[src/rtl/fetch_unit.sv]
// fetch_unit: instruction fetch stage. Owns the program counter, captures the
// word returned by instruction memory into an instruction register, and hands it
// to decode over a valid/ready handshake. Handles branch redirect with flush,
// back-pressure stalls and a terminal HALT state.
module fetch_unit #(
  parameter int unsigned AW          = 8,
  parameter int unsigned DW          = 16,
  parameter logic [AW-1:0] RESET_PC  = 8'h00,
  parameter logic [3:0] HALT_OPCODE  = 4'b1111
) (
  input  logic          clk,
  input  logic          rst,
  input  logic          en,
  output logic [AW-1:0] imem_addr,
  input  logic [DW-1:0] imem_instr,
  output logic [DW-1:0] ir_out,
  output logic [AW-1:0] ir_pc,
  output logic          ir_valid,
  input  logic          ir_ready,
  input  logic          redirect,
  input  logic [AW-1:0] redirect_addr,
  output logic          halted
);

  typedef enum logic {RUN, HALT} state_t;

  state_t        state, state_nxt;
  logic [AW-1:0] pc;
  logic          fetch;
  logic          consume;
  logic          is_halt;
  logic          do_redirect;

  // Memory address comes straight from the PC register.
  assign imem_addr = pc;
  assign halted    = (state == HALT);

  // Handshake and fetch qualification.
  always_comb begin
    consume     = ir_valid && ir_ready;
    do_redirect = (state == RUN) && redirect;
    fetch       = (state == RUN) && en && !redirect && (!ir_valid || ir_ready);
    is_halt     = (imem_instr[DW-1 -: 4] == HALT_OPCODE);
  end

  // State register.
  always_ff @(posedge clk or posedge rst) begin
    if (rst) state <= RUN;
    else     state <= state_nxt;
  end

  // Next-state: fetching a HALT word enters HALT; only reset leaves it.
  always_comb begin
    state_nxt = state;
    if (state == RUN && fetch && is_halt) state_nxt = HALT;
  end

  // PC update: redirect has priority; a HALT word freezes the PC.
  always_ff @(posedge clk or posedge rst) begin
    if (rst)                    pc <= RESET_PC;
    else if (do_redirect)       pc <= redirect_addr;
    else if (fetch && !is_halt) pc <= pc + AW'(1);
  end

  // Instruction register: flush on redirect, load on fetch, clear when consumed.
  always_ff @(posedge clk or posedge rst) begin
    if (rst) begin
      ir_out   <= '0;
      ir_pc    <= '0;
      ir_valid <= 1'b0;
    end else if (do_redirect) begin
      ir_valid <= 1'b0;
    end else if (fetch) begin
      ir_out   <= imem_instr;
      ir_pc    <= pc;
      ir_valid <= 1'b1;
    end else if (consume) begin
      ir_valid <= 1'b0;
    end
  end

endmodule

[config.mk]
export PLATFORM = sky130hd
export DESIGN_NAME = fetch_unit
export DESIGN_NICKNAME = d
export VERILOG_FILES = /design/src/rtl/fetch_unit.sv
export SDC_FILE = /design/constraint.sdc
export NUM_CORES = 1
export LEC_CHECK = 0
export CORE_MARGIN = 3
export CORE_UTILIZATION = 45
export DETAILED_ROUTE_END_ITERATION = 10
export GPL_TIMING_DRIVEN = 0
export MAX_ROUTING_LAYER = met4
export PLACE_DENSITY = 0.87
export SETUP_SLACK_MARGIN = 0.02
export SYNTH_ARGS = -nofsm -noshare
export SYNTH_HDL_FRONTEND = slang
export SYNTH_SLANG_ARGS = --single-unit
[constraint.sdc]
create_clock -name clk -period 2.7 [get_ports clk]
set_input_delay 0.27 -clock clk [delete_from_list [all_inputs] [get_ports clk]]
set_output_delay 0.27 -clock clk [all_outputs]
set_load 0.01 [all_outputs]
# Word-level counts from Yosys, hierarchy flattened
# Cells that the tools add are included.
dict set report totals {
  inputBits 29
  regBits 34
  out_inout_bits 34
  elab_cells 29
}
dict set report classes {
  n_addsub 1
  bitwise 2
  n_eq_ne 1
  n_reduce_logical 15
  mux 5
}
# cell count
set ops {}
lappend ops {{$mux W8} 2}
lappend ops {{$add A8 B1 Y8 const B} 1}
lappend ops {{$logic_and A1 B1 Y1} 8}
lappend ops {{$eq A4 B4 Y1 const B} 1}
lappend ops {{$logic_not A1 Y1} 3}
lappend ops {{$mux W1} 3}
lappend ops {{$reduce_bool A3 Y1} 1}
lappend ops {{$not A1 Y1} 2}
lappend ops {{$reduce_and A2 Y1} 1}
lappend ops {{$reduce_bool A2 Y1} 1}
lappend ops {{$logic_or A1 B1 Y1} 1}

# Longest topological paths before layout
dict set report depth {
  word_depth 7
  depth_mapped 6
  mapped_depth_nobuf 4
}

# Worst setup path before layout
# No wires, ideal clock.
dict set report synth_timing {
  path_kind {register to register}
  from {reg state (netlist: halted)}
  to {reg pc[5] (netlist: imem_addr[5])}
  stages_incl_launch_ff 5
  period_less_slack_ns 1.387
  n_path_buf 0
  setup_slack_ns 1.313
  setup_time_ns 0.082
  required_ns 2.618
  arrival_ns 1.305
  path_cell_list {dfrtp_1 -> nor2b_4 -> nand4_2 -> or3_1 -> a31oi_1}
}
dict set report synth_via {
  elab_chain_cells 6
  elab_cells_between_ends 8
  cone_classes {mux: 1; bitwise: 1; reduce/logical: 6}
}
# item line
set synth_lines {}
lappend synth_lines {{start: declaration} 27} ;# state_t state, state_nxt;
lappend synth_lines {{start signal: assignment} 49} ;# else state <= state_nxt;
lappend synth_lines {{$not A1 Y1 *} {41, 42}}
lappend synth_lines {{$logic_and A1 B1 Y1 (3 in a row)} 42} ;# fetch = (state == RUN) && en && !redirect && (!ir_valid || ir_ready);
lappend synth_lines {{$logic_and A1 B1 Y1} 62} ;# else if (fetch && !is_halt) pc <= pc + AW'(1);
lappend synth_lines {{$reduce_bool A2 Y1 (no source line)} -}
lappend synth_lines {{end signal: assignment} 61} ;# else if (do_redirect) pc <= redirect_addr;
lappend synth_lines {{end signal: assignment} 62}
lappend synth_lines {{end: declaration} 28} ;# logic [AW-1:0] pc;
# Every way passes the cells marked *; elsewhere a longest branch is shown, timed or not.
# A chain may end at the register's enable or synchronous reset.

# Worst setup path after layout
dict set report layout_timing {
  from {reg pc[0] (netlist: imem_addr[0])}
  to {out imem_addr[0]}
}
# item line
set layout_lines {}
lappend layout_lines {{end: declaration} 14} ;# output logic [AW-1:0] imem_addr,
# No word-level cell between the ends.

==> out/qor.yml <==
synth_seq_area_share_pct: 57.3
fp.dieH_um: 63.5
cts_tree: "done"
antenna_cells: 0
synth_area_um2: 1490
layout.cells.non_filler: 278
start_util_pct: 47.9
synth_top_area_share_pct: 57.3
cp_slowest_cell: "clkdlybuf4s50_1"
crit_path_max_fanout: 7
setup_viol: 0
grt-ovfl-total: 0
reg2regPathDepth: 6
routed_wl_um: 3560
slew_headroom_pct: 71.0
required_ns: 2.43
skew_ns: 0.0121
fill_cells: 259
h-tree-depth: 2
synth_cells: 164
grt_first_pass_wirelength_um: 6110
drv_cap: 0
antenna_found_initial: 0
yosys_warnings: 0
vdd_drop_max_v: 0.000432
period_needed_ns: 1.66
multi_input_area_um2: 594
cts_inserted_buffers: 5
synth_edf_count: 0
die_area_um2: 4030
cts_buffer_depth: 2
dr_total_vias: 1322
synth_flop_cell: "dfrtp_1"
cts_sinks: 34
via_per_inst: 4.76
max_freq_ghz: 0.602
drtAntennaViolNets: 0
cpPeakStageDelay_ns: 0.59
clk_pin_slew_ns: 0.10
end_kind: "output pin"
row_count: 20
yosysTopAreaCell: "dfrtp_1"
grt_setup_unrepaired: "false"
crit_cells: 1
drive_above_1_share_pct: 5.98
synth_commonest_cells: "73 x nand2_1, 34 x dfrtp_1, 7 x nand3_1"
yosysMostFrequentCell: "nand2_1"
worstMarginPinSlew_ns: 0.435
critPathLaunchType: "register"
post_cts_resized: 0
slew_viol_final: 0
grt_usage_pct: 20.4
crit_chain: "clkdlybuf4s50_1"
grt_pass1_vias: 1326
pre_cts_ws_ns: 0.842
grt_use_met3_pct: 7.13
place_congestion: 0.852
synth.avg_cell_area_um2: 9.06
critPathTopFamily: "buffers and inverters"
use_met1_pct: 24.8
post_cts_buffers: 0
io_pins: 63
syn_nets: 194
outcome: "finished, final reports clean"
path_class: "reg -> out"
min_period_over_period_pct: 61.6
met2_usage_pct: 31.9
drtPass1Iterations: 4
clkLatencyLatePin_ns: 0.33
synth.top_cells.by_area: "dfrtp_1 57%, nand2_1 18%, nand3_1 2.4%, a31oi_1 1.7%, nand4_2 1.7%"
cts_root_buf: "clkbuf_4"
ys_ff_latch: 34
p_total_mw: 1.76
grt_busiest_layer: "met2"
tns_ns: 0
drt_iter0_drc: 59
yosysUniqueCellTypes: 30
cts_hold_buf: 0
register_area_um2: 851
wl_per_cell_um: 12.8
p_leak_nw: 1.01
final_nets: 264
layout_setup_ws_ns: 1.04
grt_max_degree: 35
critPathBufInv: 1
async_flop_share_pct: 100
hpwl_um: 2680
p_per_area_nw_per_um2: 790
place_inst: 270
hold_violations: 0
worstPathArrival_ns: 1.39
hp-class: "in -> async"
syn2layout_area_growth_pct: 49.9
coreArea_um2: 3100
port_buffers: 62
die_w_um: 63.5
drc: 0
report_power, final:
group,switching (mW),internal (mW),leakage (nW)
sequential,0.127,0.665,0.411
combinational,0.306,0.404,0.576
clock,0.158,0.0982,0.0254
final timing paths:
check | start | end | slack, ns
worst max register to register | halted | ir_out[9] | 1.18
worst min-delay path | rst | imem_addr[4] | 0.17
max in group asynchronous | rst | ir_out[2] | 2.11
worst min register to register | ir_out[2] | ir_out[2] | 0.48
worst max-delay path | imem_addr[0] | imem_addr[0] | 1.04
min in group clk | imem_instr[8] | ir_out[8] | 0.46
metal layers:
| layer | vias to the layer above | part of all wire, % |
|---|---|---|
| met5 | - | 0 |
| met4 | 0 | 1.3 |
| met3 | 6 | 5.6 |
| met2 | 32 | 50 |
| met1 | 603 | 43 |
| li1 | 681 | - |
through the flow:
stage / utilization (%) / cell area, µm² / hold WS (ns)
after floorplan: - / 1490 / 0.375
after global placement: 69.6 / 2160 / 0.457
after detailed placement: 69.6 / 2160 / 0.462
after CTS: 71.1 / 2210 / 0.443
after global routing: 71.7 / 2230 / 0.165
final: 71.7 / 2230 / 0.166
cells by family (layout without fill, tap and decap cells):
kind of cell | count (synthesis) | count (layout) | synth area share, %
compound gates | 16 | 16 | 6.66
simple gates | 103 | 103 | 32.5
fa+ha+maj | 1 | 1 | 0.842
buf+inv | 10 | 80 | 2.70
flops | 34 | 34 | 57.3
flip-flops by register name (all words and copies together) (netlist names):
register,flops
halted,1
ir_pc,8
ir_valid,1
imem_addr,8
ir_out,16
cells in the final DEF (no fill, tap or decap), types with 4 or more instances in the layout:
| cell type | Yosys | layout |
|---|---|---|
| a31oi_1 | 4 | 4 |
| dfrtp_1 | 34 | 34 |
| clkbuf_1 | 3 | 5 |
| clkbuf_4 | 0 | 5 |
| nand2_1 | 73 | 73 |
| clkdlybuf4s50_1 | 0 | 62 |
| nor2_1 | 4 | 4 |
| nand3_1 | 7 | 7 |
| o21ai_0 | 5 | 5 |
| or3_1 | 4 | 4 |
final cells by class:
cell class	instances	share of cell area, %
clock buffers	7	2.02
flip-flops and latches	34	38.2
inverters	4	0.675
plain buffers	6	1.12
repair buffers	63	28.8
well taps	44	2.47
multi-input cells	120	26.7
Power figures use the tool's default switching activity.
